File: config.mk
export PLATFORM = sky130hd
export DESIGN_NAME = wb_lsu
export DESIGN_NICKNAME = d
export VERILOG_FILES = /design/src/rtl/wb_lsu_pkg.sv /design/src/rtl/wb_lsu_align.sv /design/src/rtl/wb_lsu.sv
export SDC_FILE = /design/constraint.sdc
export NUM_CORES = 1
export LEC_CHECK = 0
export ABC_AREA = 1
export CAP_MARGIN = 20
export CORE_MARGIN = 5
export CORE_UTILIZATION = 30
export CTS_CLUSTER_DIAMETER = 80
export DETAILED_ROUTE_END_ITERATION = 7
export SLEW_MARGIN = 20
export SYNTH_ARGS = -nofsm -noshare
export SYNTH_HDL_FRONTEND = slang
export SYNTH_SLANG_ARGS = --single-unit
export TNS_END_PERCENT = 1
File: constraint.sdc
create_clock -name clk_i -period 5.5 [get_ports clk_i]
set_clock_uncertainty 0.15 [all_clocks]
set_input_delay 0.825 -clock clk_i [delete_from_list [all_inputs] [get_ports clk_i]]
set_output_delay 0.825 -clock clk_i [all_outputs]
set_load 0.02 [all_outputs]
File: src/rtl/wb_lsu_pkg.sv
// Shared types and constants for the Wishbone load/store unit.
// Holds the FSM state encoding, access-size codes and byte-lane masks.
package lsu_pkg;

  localparam int XLEN      = 32;
  localparam int XLEN_GRAN = 2;
  localparam int NLANES    = XLEN / 8;

  typedef enum logic [1:0] {
    ST_IDLE = 2'd0,
    ST_REQ  = 2'd1,
    ST_WAIT = 2'd2,
    ST_RESP = 2'd3
  } state_e;

  typedef enum logic [1:0] {
    SZ_BYTE = 2'd0,
    SZ_HALF = 2'd1,
    SZ_WORD = 2'd2,
    SZ_ILL  = 2'd3
  } size_e;

  localparam logic [NLANES-1:0] SEL_BYTE = 4'b0001;
  localparam logic [NLANES-1:0] SEL_HALF = 4'b0011;
  localparam logic [NLANES-1:0] SEL_WORD = 4'b1111;

  // Size 3 is never legal; wider accesses must sit on their natural boundary.
  function automatic logic is_misaligned(input logic [1:0] size,
                                         input logic [XLEN_GRAN-1:0] off);
    case (size_e'(size))
      SZ_BYTE: return 1'b0;
      SZ_HALF: return off[0];
      SZ_WORD: return |off;
      default: return 1'b1;
    endcase
  endfunction

endpackage

File: src/rtl/wb_lsu_align.sv
// Lane steering for the LSU: byte-select generation, store-data replication
// and load-data extraction with sign/zero extension.
module wb_lsu_align
  import lsu_pkg::*;
(
  input  logic [XLEN_GRAN-1:0] off_i,
  input  logic [1:0]           size_i,
  input  logic                 unsigned_i,
  input  logic [XLEN-1:0]      wdata_i,
  input  logic [XLEN-1:0]      bus_rdata_i,
  output logic [NLANES-1:0]    sel_o,
  output logic [XLEN-1:0]      wdat_o,
  output logic [XLEN-1:0]      rdata_o
);

  logic [NLANES-1:0] mask;
  logic [XLEN-1:0]   shifted;

  always_comb begin
    mask    = '0;
    wdat_o  = wdata_i;
    rdata_o = '0;
    shifted = bus_rdata_i >> {off_i, 3'b000};
    case (size_e'(size_i))
      SZ_BYTE: begin
        mask    = SEL_BYTE;
        wdat_o  = {NLANES{wdata_i[7:0]}};
        rdata_o = {{(XLEN-8){~unsigned_i & shifted[7]}}, shifted[7:0]};
      end
      SZ_HALF: begin
        mask    = SEL_HALF;
        wdat_o  = {(NLANES/2){wdata_i[15:0]}};
        rdata_o = {{(XLEN-16){~unsigned_i & shifted[15]}}, shifted[15:0]};
      end
      SZ_WORD: begin
        mask    = SEL_WORD;
        wdat_o  = wdata_i;
        rdata_o = shifted;
      end
      default: ;
    endcase
    sel_o = mask << off_i;
  end

endmodule

File: src/rtl/wb_lsu.sv
// Single-outstanding load/store unit bridging a core request port to a
// Wishbone pipelined master, with alignment checking and an ack timeout.
module wb_lsu
  import lsu_pkg::*;
#(
  parameter int TIMEOUT = 255
) (
  input  logic                      clk_i,
  input  logic                      rst_ni,
  input  logic                      req_valid_i,
  output logic                      req_ready_o,
  input  logic                      req_we_i,
  input  logic [XLEN-1:0]           req_addr_i,
  input  logic [1:0]                req_size_i,
  input  logic                      req_unsigned_i,
  input  logic [XLEN-1:0]           req_wdata_i,
  output logic                      rsp_valid_o,
  output logic [XLEN-1:0]           rsp_rdata_o,
  output logic                      rsp_err_o,
  output logic                      rsp_misaligned_o,
  output logic                      wb_cyc_o,
  output logic                      wb_stb_o,
  output logic                      wb_we_o,
  output logic [XLEN-XLEN_GRAN-1:0] wb_adr_o,
  output logic [NLANES-1:0]         wb_sel_o,
  output logic [XLEN-1:0]           wb_dat_o,
  input  logic [XLEN-1:0]           wb_dat_i,
  input  logic                      wb_ack_i,
  input  logic                      wb_err_i,
  input  logic                      wb_stall_i
);

  localparam int CNT_W = $clog2(TIMEOUT + 1);

  state_e            state_q, state_d;
  logic [CNT_W-1:0]  cnt_q, cnt_d;
  logic              we_q, we_d;
  logic [XLEN-1:0]   addr_q, addr_d;
  logic [1:0]        size_q, size_d;
  logic              uns_q, uns_d;
  logic [XLEN-1:0]   wdata_q, wdata_d;
  logic              err_q, err_d;
  logic              mis_q, mis_d;
  logic [XLEN-1:0]   rdata_q, rdata_d;

  logic [NLANES-1:0] sel;
  logic [XLEN-1:0]   wdat;
  logic [XLEN-1:0]   ld_data;
  logic              bus_active;

  wb_lsu_align u_align (
    .off_i       (addr_q[XLEN_GRAN-1:0]),
    .size_i      (size_q),
    .unsigned_i  (uns_q),
    .wdata_i     (wdata_q),
    .bus_rdata_i (wb_dat_i),
    .sel_o       (sel),
    .wdat_o      (wdat),
    .rdata_o     (ld_data)
  );

  always_ff @(posedge clk_i) begin
    if (!rst_ni) begin
      state_q <= ST_IDLE;
      cnt_q   <= '0;
      we_q    <= 1'b0;
      addr_q  <= '0;
      size_q  <= '0;
      uns_q   <= 1'b0;
      wdata_q <= '0;
      err_q   <= 1'b0;
      mis_q   <= 1'b0;
      rdata_q <= '0;
    end else begin
      state_q <= state_d;
      cnt_q   <= cnt_d;
      we_q    <= we_d;
      addr_q  <= addr_d;
      size_q  <= size_d;
      uns_q   <= uns_d;
      wdata_q <= wdata_d;
      err_q   <= err_d;
      mis_q   <= mis_d;
      rdata_q <= rdata_d;
    end
  end

  always_comb begin
    state_d = state_q;
    cnt_d   = cnt_q;
    we_d    = we_q;
    addr_d  = addr_q;
    size_d  = size_q;
    uns_d   = uns_q;
    wdata_d = wdata_q;
    err_d   = err_q;
    mis_d   = mis_q;
    rdata_d = rdata_q;
    case (state_q)
      ST_IDLE: begin
        if (req_valid_i) begin
          we_d    = req_we_i;
          addr_d  = req_addr_i;
          size_d  = req_size_i;
          uns_d   = req_unsigned_i;
          wdata_d = req_wdata_i;
          err_d   = 1'b0;
          rdata_d = '0;
          // Faulting requests never touch the bus.
          if (is_misaligned(req_size_i, req_addr_i[XLEN_GRAN-1:0])) begin
            mis_d   = 1'b1;
            state_d = ST_RESP;
          end else begin
            mis_d   = 1'b0;
            state_d = ST_REQ;
          end
        end
      end
      ST_REQ: begin
        if (!wb_stall_i) begin
          cnt_d = '0;
          if (wb_err_i) begin
            err_d   = 1'b1;
            state_d = ST_RESP;
          end else if (wb_ack_i) begin
            rdata_d = we_q ? '0 : ld_data;
            state_d = ST_RESP;
          end else begin
            state_d = ST_WAIT;
          end
        end
      end
      ST_WAIT: begin
        cnt_d = cnt_q + 1'b1;
        if (wb_err_i) begin
          err_d   = 1'b1;
          state_d = ST_RESP;
        end else if (wb_ack_i) begin
          rdata_d = we_q ? '0 : ld_data;
          state_d = ST_RESP;
        end else if (cnt_q == CNT_W'(TIMEOUT - 1)) begin
          err_d   = 1'b1;
          state_d = ST_RESP;
        end
      end
      ST_RESP: begin
        err_d   = 1'b0;
        mis_d   = 1'b0;
        rdata_d = '0;
        state_d = ST_IDLE;
      end
      default: state_d = ST_IDLE;
    endcase
  end

  assign bus_active       = (state_q == ST_REQ) || (state_q == ST_WAIT);
  assign req_ready_o      = (state_q == ST_IDLE);
  assign rsp_valid_o      = (state_q == ST_RESP);
  assign rsp_err_o        = err_q;
  assign rsp_misaligned_o = mis_q;
  assign rsp_rdata_o      = rdata_q;

  // Bus fields are held at zero outside a cycle so idle and reset look clean.
  assign wb_cyc_o = bus_active;
  assign wb_stb_o = (state_q == ST_REQ);
  assign wb_we_o  = bus_active & we_q;
  assign wb_adr_o = bus_active ? addr_q[XLEN-1:XLEN_GRAN] : '0;
  assign wb_sel_o = bus_active ? sel : '0;
  assign wb_dat_o = bus_active ? wdat : '0;

endmodule
==> results of run 1 <==
logic make-up after synthesis:
group                    share of synthesized area (%)
adder cells (fa/ha/maj)                           2.42
AO/OA/AOI/OAI                                     16.5
XOR/XNOR                                         0.154
buffers and inverters                             9.34
flip-flops                                        39.4
AND/OR/NAND/NOR                                   32.2
layer usage:
layer	global-route usage (%)	vias up	share of wire, %
met5	0	-	0
met4	4.94	0	1.9
met3	5.52	21	8.1
met2	27.6	182	45
met1	21.8	2675	45
li1	-	3154	-
state kept, by name, indices dropped and copies added, names as in the netlist:
name,count
cnt_q,8
rsp_misaligned_o,1
we_q,1
uns_q,1
state_q,2
rsp_err_o,1
addr_q,32
wdata_q,32
size_q,2
rsp_rdata_o,32
final cells by class:
type,instances,share of cell area [%]
clock buffer,9,2.76
clock inverter,7,0.858
inverter,73,3.37
multi-input combinational,649,35.8
sequential,112,27.5
tap,234,3.59
timing repair buffer,215,26.1
power groups by stage:
stage	clock network, mW	registers [mW]	logic [mW]
finish	0.679	1.18	2.15
global route	0.727	1.20	2.37
CTS	0.701	1.18	2.17
detailed placement	0	1.20	2.16
global placement	0	1.19	2.16
floorplan	0	1.21	1.31
path summary, 6_finish.rpt:
| path | endpoint | slack [ps] | depth (start not counted) |
|---|---|---|---|
| max reg2reg | rsp_rdata_o[4]$_SDFFE_PN0P_ | 2680 | 7 |
| max | wb_dat_o[31] | 1260 | 7 |
| min | cnt_q[4]$_SDFFE_PN0P_ | 310 | 1 |
| min reg2reg | cnt_q[4]$_SDFFE_PN0P_ | 310 | 1 |
synthesized netlist by cell type, types with 6 or more instances:
master	count	area, um2
buf_2	20	100
dfxtp_1	112	2240
clkbuf_1	27	101
ha_1	11	138
a21oi_1	68	340
nand2_1	221	830
nor2_1	164	616
o21ai_0	102	510
o21a_1	8	60.1
nand3_1	54	270
inv_1	69	259
buf_4	6	45.0
worst register-to-register path: stages, from the launching register on:
cell,delay (ps)
dfxtp_1,400
inv_1,100
ha_2,440
o21ai_1,150
nand2_2,420
nor2_4,730
nand3_1,170
a21oi_1,160
metrics by stage:
stage	total power [mW]	cell area, um2	cells	hold slack [ps]
5_1_grt	4.30	8160	1299	325
4_1_cts	4.05	8160	1299	309
6_report	4.00	8160	1299	310
3_3_place_gp	3.35	7870	1283	289
3_5_place_dp	3.36	7870	1283	294
2_1_floorplan	2.52	5690	890	272
==> impl_metrics.yaml, run 1 <==
synth:
  ys_ff_latch: 112
  synth.distinct_cells: 28
  synth-async-reset-ratio_pct: 0
  seq_area_frac_synth_pct: 39.4
  ys.flop_type: "dfxtp_1"
  synth-warning-count: 0
  syn_inst: 890
  syn_area_mm2: 0.00569
  synth_edf_count: 0
  syn_nets: 1007
  avgSynthCellArea_um2: 6.40
grt:
  grt_pass1_vias: 5608
  track_usage_pct: 17.0
  grt_max_degree: 81
  grt-ovfl-total: 0
  antenna_found_initial: 0
  grt_pass1_wl_um: 30000
sta:
  grt_setup_unrepaired: "no"
  worstMarginPinSlew_ps: 984
  fmax_mhz: 236
  hold_violations: 0
  fin_crit_sh_pct: 77.1
  setup_viol: 0
  fin_crit_ps: 4240
  fin_setup_tns_ps: 0
  drv_slew: 0
  setup_slack_ps: 1260
  relSlewSlack_pct: 34.3
clocking:
  cts.clk_slew.worst_paths_ps: 70
  cts_tree: "done"
  cts_buffers: 9
  htree_levels: 3
  clk_path_buf_depth: 2
  ctsResizeCount: 0
  clock_latency_ps: 360
  post_cts_buffers: 0
  hold_buffers: 0
  clkSinkCount: 112
  clockRootBuffer: "clkbuf_16"
routing:
  ant_nets: 0
  dr.pass1.iters: 5
  drt_iter0_drc: 268
  routed_via_density: 4.64
  wl_per_cell_um: 15.0
  route.detailed.drc: 0
  num_vias: 6032
  drt_wl_total_um: 19500
critical_path:
  crit_chain: "inv_1 > ha_1 > nor2_2 > inv_1 > nor2_1 > nor2_1 > clkdlybuf4s50_1"
  critPathLaunchType: "register"
  arrival_ps: 3260
  cp.buffers_inverters: 3
  cpLargestDelayFamily: "buffers and inverters"
  r2r-start: "state_q[0]$_SDFFE_PN0P_"
  worst_ep_required_time_ps: 4530
  crit_path_max_incr_delay_ps: 740
  crit_slowest_cell: "nor2_2"
  worst-path-max-fanout: 25
  cp-end-kind: "output pin"
  startpoint: "size_q[0]$_SDFFE_PN0P_"
  crit_type: "reg -> out"
power:
  ir_drop_mv: 0.202
  leakagePower_nw: 3.53
  combPwrFrac_pct: 53.6
  powerDensity_mw_per_mm2: 490
  internal-power_mw: 2.20
  power_switching_mw: 1.80
  seqPwrFrac_pct: 29.4
  p_sw_share_pct: 44.9
  p_clk_share_pct: 17.0
die:
  rows: 50
  dieWidth_um: 148
  dieArea_mm2: 0.0218
  ios: 211
  die_height_um: 148
  coreArea_mm2: 0.0187
  start_util_pct: 30.4
place:
  dpl_worst_slack_ps: 1680
  gp_congestion: 0.824
  place.port_buffers: 210
  dpl.hpwl_um: 13900
cells_and_area:
  drive_gt1_share_pct: 3.57
  area_growth_pct: 43.4
  post-route-util_pct: 43.6
  diodes: 0
  final-seq-area_mm2: 0.00224
  num-nets-final: 1177
  multi_input_area_mm2: 0.00292
  mostFrequentLayoutCell: "nand2_1"
  final_cell_mix: "220 x nand2_1, 209 x clkdlybuf4s50_1, 164 x nor2_1"
  fill_cells: 1961
flow_run:
  maxCapViolations: 0
hold_path:
  min_from: "cnt_q[4]$_SDFFE_PN0P_"
  worst_hold_path_type: "reg -> reg"
outcome:
  status: "completed"
Power figures use the tool's default switching activity.
==> inputs of run 2 (changes only) <==
==> constraint.sdc (replaced) <==
create_clock -name clk_i -period 4.15 [get_ports clk_i]
set_clock_uncertainty 0.15 [all_clocks]
set_input_delay 0.6225 -clock clk_i [delete_from_list [all_inputs] [get_ports clk_i]]
set_output_delay 0.6225 -clock clk_i [all_outputs]
set_load 0.02 [all_outputs]
==> run 2 against run 1 <==
Sequential power is 31% higher. Sequential cell count did not move. Final cell count increased by 0.31%. Combinational power is 34% higher. Count of clock-buffer cells in the layout unchanged. Wire length shrank 0.40%. Clock power increased by 33%. Worst setup slack got worse by 820 ps. First-iteration DRC count up 41%. Hold slack barely moved. Sequential share of layout area fell by 0.19 points. Critical endpoint is now wb_dat_o[8]. Largest power group unchanged.
==> impl_metrics.yaml, run 2 (same netlist as run 1, synthesis figures left out) <==
hold_path:
  worst_hold_path_type: "reg -> reg"
  holdPathStages: 1
power:
  leakagePower_nw: 3.55
  p_sw_share_pct: 44.8
  seqPwrFrac_pct: 28.9
  powerDensity_mw_per_mm2: 649
  power_switching_mw: 2.39
  power.total_mw: 5.33
  combPwrFrac_pct: 54.2
  p_clk_share_pct: 17.0
  ir_drop_mv: 0.251
  internal-power_mw: 2.94
sta:
  fin_setup_tns_ps: 0
  hold_violations: 0
  drv_slew: 0
  grt_setup_unrepaired: "no"
  setup_viol: 0
  relSlewSlack_pct: 52.7
  fmax_mhz: 269
  worstMarginPinSlew_ps: 708
  fin_crit_sh_pct: 89.5
  fin_crit_ps: 3710
  holdWs_ps: 310
cells_and_area:
  num-nets-final: 1181
  mostFrequentLayoutCell: "nand2_1"
  area_growth_pct: 44.4
  final_cell_mix: "220 x nand2_1, 209 x clkdlybuf4s50_1, 164 x nor2_1"
  fill_cells: 1927
  drive_gt1_share_pct: 3.93
  diodes: 0
  post-route-util_pct: 44.0
grt:
  antenna_found_initial: 0
  grt_util_met2_pct: 28.2
  grt_max_degree: 81
  gr-usage-met1_pct: 22.3
  grt_pass1_wl_um: 30600
  top_usage_layer: "met2"
  grt-ovfl-total: 0
  grt_pass1_vias: 5750
  met3_usage_pct: 5.21
  track_usage_pct: 17.3
clocking:
  clk_path_buf_depth: 2
  clock_latency_ps: 350
  clockRootBuffer: "clkbuf_16"
  ctsResizeCount: 0
  cts.clk_slew.worst_paths_ps: 80
  htree_levels: 3
  cts_tree: "done"
  post_cts_buffers: 0
  clkSinkCount: 112
  cts_buffers: 9
  hold_buffers: 0
critical_path:
  worst_ep_required_time_ps: 3380
  r2r_cells: 7
  worst-r2r-setup-slack_ps: 1370
  arrival_ps: 2940
  crit_type: "reg -> out"
  cp-end-kind: "output pin"
  critPathLaunchType: "register"
  worst-path-max-fanout: 40
routing:
  num_vias: 6136
  wl_per_cell_um: 14.9
  routed_via_density: 4.71
  drt_wl_total_um: 19400
  route.detailed.drc: 0
  ant_nets: 0
  dr.pass1.iters: 4
  drt_iter0_drc: 378
die:
  dieWidth_um: 148
  coreArea_mm2: 0.0187
  ios: 211
  start_util_pct: 30.4
  dieArea_mm2: 0.0218
  rows: 50
  die_height_um: 148
place:
  place.port_buffers: 210
  dpl.hpwl_um: 13900
  gp_congestion: 0.834
outcome:
  status: "completed"
flow_run:
  maxCapViolations: 0
[run 2: power groups by stage]
stage               logic (mW)  registers (mW)  clock network [mW]
floorplan                 1.74            1.60                   0
global placement          2.89            1.56                   0
detailed placement        2.90            1.56                   0
CTS                       2.91            1.54               0.945
global route              3.20            1.58               0.980
finish                    2.89            1.54               0.906
[run 2: critical path, cell delays in order, from the launching register on]
cell             delay (ps)
dfxtp_1                 410
inv_1                   100
ha_2                    790
o21ai_0                 350
a21oi_1                 270
clkdlybuf4s50_1         650
[run 2: worst paths after layout]
kind,startpoint,end
worst max-delay path,state_q[0]$_SDFFE_PN0P_,wb_dat_o[8]
worst max register to register,state_q[0]$_SDFFE_PN0P_,cnt_q[3]$_SDFFE_PN0P_
worst min register to register,cnt_q[4]$_SDFFE_PN0P_,cnt_q[4]$_SDFFE_PN0P_
worst min-delay path,cnt_q[4]$_SDFFE_PN0P_,cnt_q[4]$_SDFFE_PN0P_
[run 2: stage by stage]
step                setup WS, ps  instance area, um2  cells
global route                 270                8220   1303
finish                       436                8220   1303
global placement             824                7890   1286
CTS                          458                8190   1302
detailed placement           872                7890   1286
floorplan                   1510                5690    890
[run 2: cell type report]
cell class | instances | area (um2) | share of cell area [%]
multi-input combinational | 649 | 2920 | 35.6
clock buffer | 9 | 225 | 2.74
tap | 234 | 293 | 3.56
inverter | 73 | 274 | 3.33
clock inverter | 7 | 78.8 | 0.959
sequential | 112 | 2240 | 27.3
timing repair buffer | 219 | 2180 | 26.6
[run 2: per-layer routing]
metal | vias to the layer above | routed length, um
li1 | 3169 | -
met5 | - | 0
met2 | 185 | 9040
met4 | 0 | 337
met1 | 2761 | 8660
met3 | 21 | 1350
==> inputs of run 3 (changes only) <==
--- a/config.mk
+++ b/config.mk
@@ -8,9 +8,10 @@
 export ABC_AREA = 1
 export CAP_MARGIN = 20
 export CORE_MARGIN = 5
-export CORE_UTILIZATION = 30
+export CORE_UTILIZATION = 45
 export CTS_CLUSTER_DIAMETER = 80
 export DETAILED_ROUTE_END_ITERATION = 7
+export PLACE_DENSITY = 0.81
 export SLEW_MARGIN = 20
 export SYNTH_ARGS = -nofsm -noshare
 export SYNTH_HDL_FRONTEND = slang
==> run 3 against run 2 <==
Sequential cell count did not move. Worst setup slack improved by 240 ps. Combinational power is 2% lower. Fmax grew 7.0%. Wire length decreased by 7.5%. Power is 0.19% higher.
==> impl_metrics.yaml, run 3 (same netlist as run 1, synthesis figures left out) <==
outcome:
  status: "completed"
sta:
  fin_crit_ps: 3470
  drv_slew: 0
  fin_setup_tns_ps: 0
  relSlewSlack_pct: 33.0
  setup_viol: 0
  hold_violations: 0
  fmax_mhz: 288
  fin_crit_sh_pct: 83.6
  worstMarginPinSlew_ps: 1000
  setup_slack_ps: 679
  grt_setup_unrepaired: "no"
place:
  dp.cells: 1223
  dpl.hpwl_um: 13100
  place.port_buffers: 210
  dpl_worst_slack_ps: 1050
  gp_congestion: 0.877
power:
  ir_drop_mv: 0.375
  p_sw_share_pct: 43.6
  power_switching_mw: 2.33
  seqPwrFrac_pct: 29.2
  p_clk_share_pct: 17.8
  powerDensity_mw_per_mm2: 657
  leakagePower_nw: 3.54
  internal-power_mw: 3.01
  combPwrFrac_pct: 52.9
clocking:
  post_cts_buffers: 0
  htree_levels: 3
  clock_latency_ps: 360
  hold_buffers: 0
  cts_tree: "done"
  clk_path_buf_depth: 2
  clkSinkCount: 112
  ctsResizeCount: 0
  cts_buffers: 9
  clockRootBuffer: "clkbuf_16"
  cts.clk_slew.worst_paths_ps: 70
die:
  dieWidth_um: 122
  rows: 41
  dieArea_mm2: 0.0150
  start_util_pct: 45.5
  ios: 211
  coreArea_mm2: 0.0125
  die_height_um: 122
routing:
  drt_wl_total_um: 17900
  dr.pass1.iters: 6
  num_vias: 6189
  routed_via_density: 5.00
  route.detailed.drc: 0
  ant_nets: 0
  drt_iter0_drc: 505
  wl_per_cell_um: 14.5
grt:
  grt_max_degree: 81
  antenna_found_initial: 1
  grt-ovfl-total: 0
  track_usage_pct: 23.5
  grt_pass1_vias: 5742
  grt_pass1_wl_um: 28000
flow_run:
  maxCapViolations: 0
critical_path:
  critPathLaunchType: "register"
  arrival_ps: 2700
  crit_type: "reg -> out"
  cp-end-kind: "output pin"
  worst-path-max-fanout: 31
  worst_ep_required_time_ps: 3380
cells_and_area:
  fill_cells: 1193
  mostFrequentLayoutCell: "nand2_1"
  final_cells: 1239
  diodes: 0
  drive_gt1_share_pct: 3.75
  final_cell_mix: "220 x nand2_1, 209 x clkdlybuf4s50_1, 164 x nor2_1"
  area_growth_pct: 42.9
  num-nets-final: 1179
hold_path:
  worst_hold_path_type: "reg -> reg"
## run 3: cell count changes in the layout (fill, tap and decap cells not counted), sizes merged
cell / previous run / this run
bufinv: 1 / 2
inv: 74 / 73
clkinvlp: 2 / 3
clkinv: 3 / 1
clkbuf: 9 / 10
buf: 10 / 8
## run 3: per-stage QoR
stage,hold slack [ps],power (mW),instance area [um2],utilization (%)
after floorplan,272,3.33,5690,-
after global placement,286,4.38,7800,62.4
after detailed placement,294,4.41,7800,62.4
after CTS,306,5.37,8140,65.0
after global routing,326,5.72,8140,65.0
final,311,5.34,8140,65.0
## run 3: layer usage
layer | global-route usage [%] | wire length [um]
met3 | 9.91 | 1900
met2 | 38.3 | 8350
met1 | 27.5 | 7080
met4 | 9.10 | 588
met5 | 0 | 7
## run 3: worst paths after layout
| path | to | slack, ps | depth (start not counted) | from |
|---|---|---|---|---|
| max | wb_dat_o[15] | 680 | 5 | state_q[0]$_SDFFE_PN0P_ |
| min | cnt_q[4]$_SDFFE_PN0P_ | 310 | 1 | cnt_q[4]$_SDFFE_PN0P_ |
| max reg2reg | rsp_rdata_o[4]$_SDFFE_PN0P_ | 1300 | 7 | state_q[0]$_SDFFE_PN0P_ |
| min reg2reg | cnt_q[4]$_SDFFE_PN0P_ | 310 | 1 | cnt_q[4]$_SDFFE_PN0P_ |
## run 3: final cells by class
class / instances / area (um2) / share of cell area, %
Multi-Input combinational cell: 649 / 2920 / 35.9
Sequential cell: 112 / 2240 / 27.6
Timing Repair Buffer: 217 / 2150 / 26.4
Inverter: 73 / 274 / 3.37
Clock buffer: 10 / 239 / 2.94
Tap cell: 172 / 215 / 2.65
Clock inverter: 6 / 91.3 / 1.12
## run 3: worst max-delay path: stages (launching register included)
cell and delay (ps):
dfxtp_1 410, inv_1 100, ha_2 680, o21ai_0 280, a21oi_1 230, clkdlybuf4s50_1 640
## run 3: power groups by stage
stage / clock [mW] / sequential, mW / combinational (mW)
floorplan: 0 / 1.60 / 1.74
global placement: 0 / 1.58 / 2.80
detailed placement: 0 / 1.58 / 2.82
CTS: 0.974 / 1.56 / 2.83
global route: 1.02 / 1.60 / 3.11
finish: 0.954 / 1.56 / 2.83
==> patch 1: new RTL, settings of run 3 <==
Take the reset off `addr_q` and load it in a clocked block of its own.
--- a/src/rtl/wb_lsu.sv
+++ b/src/rtl/wb_lsu.sv
@@ -64,7 +64,6 @@
       state_q <= ST_IDLE;
       cnt_q   <= '0;
       we_q    <= 1'b0;
-      addr_q  <= '0;
       size_q  <= '0;
       uns_q   <= 1'b0;
       wdata_q <= '0;
@@ -75,7 +74,6 @@
       state_q <= state_d;
       cnt_q   <= cnt_d;
       we_q    <= we_d;
-      addr_q  <= addr_d;
       size_q  <= size_d;
       uns_q   <= uns_d;
       wdata_q <= wdata_d;
@@ -83,6 +81,10 @@
       mis_q   <= mis_d;
       rdata_q <= rdata_d;
     end
+  end
+
+  always_ff @(posedge clk_i) begin
+    addr_q <= addr_d;
   end
 
   always_comb begin
Behaviour: same outputs for any inputs over 4 cycles, from zero or initial values and one cycle with rst_ni low; that may be too few to reach the edited logic, so the function may still have changed.
==> patch 1 against run 3 <==
Register-to-register slack worse by 0.19 ns. Routed wire length fell by 4.8%. Sequential cell count unchanged. Design area shrank 0.54%. Setup slack worse by 0.093 ns. Total power increased by 1.5%. Synthesized area fell by 1.7%. First-iteration DRC count fell by 15%. Critical endpoint is now wb_dat_o[21].
==> patch 1: results (changes against run 3) <==
Run status
  – Outcome: finished, final reports clean

Synth
  – Dominant cells by area after synthesis: dfxtp_1, edfxtp_1, nand2_1, nor2_1, a21oi_1
  – Commonest cells in the netlist: nand2_1, nor2_1, dfxtp_1, inv_1, a21oi_1
  – Post-synthesis sequential area ratio: 45.8% (+6.4 points)
  – Synth cell types: 26 (-7.1%)
  – Post-Syn Area: 0.00560 mm2 (-1.7%)
  – EDFF count, synth: 32 (+32)
  – Syn Area/Cell: 7.07 um2 (+11%)

Global routing
  – Met3 usage in global routing: 6.81% (-3.1 points)
  – Initial antenna violation count: 0 (-1)
  – Vias in the first global route: 5212 (-9.2%)

Detailed routing
  – Drt first pass iters: 7 (+1)
  – DR WL/cell: 14.9 um (+2.7%)
  – Via density: 4.93 (-1.3%)
  – Post-Route WL: 17.1 mm (-4.8%)
  – WL met2: 8.27 mm (-0.91%)

Place
  – Placed Cells: 1131 (-7.5%)
  – DP Worst Slack: 0.985 ns (-0.0607 ns)
  – DP Area: 0.00775 mm2 (-0.75%)
  – RD Place Congestion: 0.908 (+3.5%)
  – Final HPWL from detailed placement: 12.5 mm (-4.3%)

Finish
  – Inverters: 78 (+6.8%)
  – Count of multi-input gates: 556 (-14%)
  – Register share of the cell area: 31.7% (+4.1 points)
  – Clock buf/inv share: 4.08% (+0.022 points)
  – Area of the multi-input gates: 0.00253 mm2 (-14%)
  – # clk buffers: 11 (+1)
  – Non-CTS buffers: 218 (+0.46%)
  – Share of post-route cells with drive strength above 1: 3.67% (-0.075 points)
  – Buffer share of cell area: 26.8% (+0.39 points)

Power and ir drop
  – Leakage: 3.42 nW (-3.3%)

Critical path
  – CP max FO: 40 (+29%)
  – Slowest-stage cell, CP: clkdlybuf4s50_1
==> patch 1: cell count changes in the layout (fill, tap and decap cells not counted), moves of 3 or more <==
cell,delta
nor3_1,+4
or2_2,-3
clkinvlp_4,-3
edfxtp_1,+32
dfxtp_1,-32
nor2_1,-56
nand3_1,+3
a21oi_1,-3
o21ai_1,+4
inv_1,+5
o21ai_0,-38
==> patch 1: per-stage QoR <==
stage / power, mW / hold slack [ns]
2_1_floorplan: 3.31 / 0.295
3_3_place_gp: 4.45 / 0.301
3_5_place_dp: 4.48 / 0.305
4_1_cts: 5.45 / 0.316
5_1_grt: 5.78 / 0.328
6_report: 5.42 / 0.313
==> patch 1: final timing paths <==
check / start / to / slack [ns] / depth (start not counted)
max: state_q[0] / wb_dat_o[21] / 0.59 / 6
min: rsp_rdata_o[22] / rsp_rdata_o[22] / 0.31 / 2
max reg2reg: state_q[0] / rsp_rdata_o[4] / 1.11 / 9
min reg2reg: rsp_rdata_o[22] / rsp_rdata_o[22] / 0.31 / 2
==> patch 1: report_power, final <==
| part | leakage [nW] | internal (mW) | switching (mW) |
|---|---|---|---|
| registers | 0.957 | 1.40 | 0.159 |
| logic | 2.30 | 1.13 | 1.77 |
| clock network | 0.167 | 0.562 | 0.393 |
| total | 3.42 | 3.10 | 2.32 |
==> patch 1: tightest hold or removal path: stages, from the launching register on <==
cell,delay (ns)
dfxtp_1,0.31
nand2_1,0.06
a21oi_1,0.05
==> patch 1: logic make-up after synthesis <==
family | after synthesis | share of synthesized area [%]
AO/OA/AOI/OAI | 146 | 13.6
adder cells (fa/ha/maj) | 11 | 2.46
buffers and inverters | 123 | 9.10
flip-flops | 112 | 45.8
AND/OR/NAND/NOR | 399 | 29.1
==> patch 2: new RTL, flow settings as in run 3 <==
Without the edit above. Change the package constant `XLEN` from 32 to 64.
--- a/src/rtl/wb_lsu_pkg.sv
+++ b/src/rtl/wb_lsu_pkg.sv
@@ -2,7 +2,7 @@
 // Holds the FSM state encoding, access-size codes and byte-lane masks.
 package lsu_pkg;
 
-  localparam int XLEN      = 32;
+  localparam int XLEN      = 64;
   localparam int XLEN_GRAN = 2;
   localparam int NLANES    = XLEN / 8;
 
Ports: changed (7 resized); port bits go from 211 to 407. No check against the original RTL was run, so the function may have changed too.
==> patch 2 against run 3 <==
Total power grew 95%. Routed wire length grew 120%. Critical path type unchanged. Sequential cell count grew 96. Sequential share of layout area shrank 0.50 points. Non-clock buffer count grew 201. Via count grew 98%. Synthesized area grew 86%. Largest power group unchanged. Utilization grew 0.98 points. Design area grew 89%. Setup slack lost 0.44 ns.
==> patch 2: results (changes against run 3) <==
Synth
  – Dominant cells by area after synthesis: dfxtp_1, nand2_1, nor2_1, o21ai_0, inv_1
  – Syn_nets: 1934 (+92%)
  – Post-synthesis sequential area ratio: 39.3% (about the same)
  – Synth cell types: 30 (+7.1%)
  – Commonest cells in the netlist: nand2_1, nor2_1, dfxtp_1, o21ai_0, inv_1
  – Ys flop type: dfxtp_1

Critical path
  – CP peak stage delay: 0.66 ns (-0.02 ns)
  – CP max FO: 53 (+71%)
  – Slowest-stage cell, CP: ha_4
  – FF-to-FF path depth: 8 (+1)
  – CP arrival: 3.14 ns (+0.44 ns)

Clock tree
  – Clock slew at reported path FFs: 0.06 ns
  – Worst-case clock buffer depth: 3 (+1)
  – H-Tree Depth: 1 (-2)
  – CTS buffer count: 23 (+14)
  – Clk_lat worst skew: 0.50 ns (+0.14 ns)

Place
  – Port-buffer cells: 405 (+93%)
  – Final HPWL from detailed placement: 29.2 mm (+120%)
  – RD Place Congestion: 0.945 (+7.8%)

Power and ir drop
  – VDD IR max: 0.000456 V (+21%)
  – Leakage: 6.88 nW (+94%)

Global routing
  – Initial antenna violation count: 7 (+6)
  – Largest net degree at the start of global routing: 87 (+7.4%)
  – GRT Residual Overflow: 0 (unchanged)
  – First-pass GRT wire length: 60.1 mm (+120%)
  – GRT Total Usage: 28.0% (+4.4 points)
  – Vias in the first global route: 11.4k (+98%)

Worst hold path
  – Min-Delay Path Depth: 2 (+1)

Finish
  – Share of post-route cells with drive strength above 1: 3.15% (-0.60 points)
  – Final net count: 2259 (+92%)

Detailed routing
  – Iteration-0 DRC Markers: 1105 (+120%)
  – Drt first pass iters: 5 (-1)
  – Via density: 5.14 (+3.0%)
  – DR WL/cell: 16.7 um (+16%)

Job
  – Max-capacitance violation count: 0 (unchanged)

STA
  – Worst Tran Pin Value: 0.995 ns (-0.00887 ns)
  – Max Slew Vio Count: 0 (unchanged)

Run status
  – Outcome: finished, final reports clean
## patch 2: area by class of cell
class / instances / area (um2)
repair buffers: 418 / 4160
inverters: 141 / 532
diodes: 2 / 5.00
multi-input cells: 1254 / 5390
well taps: 319 / 399
flip-flops and latches: 208 / 4170
fillers: 2125 / 7940
clock inverters: 7 / 91.3
clock buffers: 33 / 653
## patch 2: layer usage
| layer | track usage (%) | part of all wire [%] |
|---|---|---|
| met3 | 7.47 | 9.9 |
| met5 | 0 | 0.17 |
| met2 | 48.4 | 48 |
| met4 | 12.1 | 4.9 |
| met1 | 32.6 | 38 |
## patch 2: what timing repair did
item,in CTS,in global routing
gates resized for setup,0,1
endpoints found under the setup margin,0,13
setup buffers,0,0
## patch 2: cells by family after synthesis
| logic type | count (synthesis) | share of synthesized area [%] |
|---|---|---|
| AND/OR/NAND/NOR | 949 | 35.2 |
| AO/OA/AOI/OAI | 292 | 14.0 |
| buffers and inverters | 259 | 10.1 |
| flip-flops | 208 | 39.3 |
| adder cells (fa/ha/maj) | 11 | 1.30 |
| XOR/XNOR | 1 | 0.0828 |
| other | 1 | 0.0354 |
## patch 2: path summary, 6_finish.rpt
| kind | slack [ns] | endpoint | start |
|---|---|---|---|
| min reg2reg | 0.31 | rsp_rdata_o[33] | rsp_rdata_o[33] |
| max reg2reg | 1.16 | rsp_rdata_o[62] | addr_q[0] |
| max | 0.23 | wb_dat_o[10] | state_q[0] |
| min | 0.31 | rsp_rdata_o[33] | rsp_rdata_o[33] |
## patch 2: worst max-delay path: cells and delay by family (launching register included)
kind	cells	cell delay (ns)
AOI/OAI and AO/OA	2	0.77
adders and majority gates	1	0.66
buffers and inverters	2	0.77
DFF	1	0.43
## patch 2: through the flow
stage | instances | hold WS (ns) | area (um2) | setup WS (ns)
3_5_place_dp | 2340 | 0.307 | 14600 | 0.577
5_1_grt | 2382 | 0.332 | 15400 | 0.0997
2_1_floorplan | 1721 | 0.295 | 10600 | 1.40
4_1_cts | 2380 | 0.316 | 15400 | 0.00143
3_3_place_gp | 2340 | 0.302 | 14600 | 0.0580
6_report | 2382 | 0.315 | 15400 | 0.234
## patch 2: power breakdown
group / switching, mW / leakage [nW] / total [mW] / internal, mW
Combinational: 3.44 / 4.80 / 5.51 / 2.08
Sequential: 0.361 / 1.71 / 2.90 / 2.54
Clock: 0.813 / 0.364 / 2.03 / 1.21
Total: 4.61 / 6.88 / 10.4 / 5.83
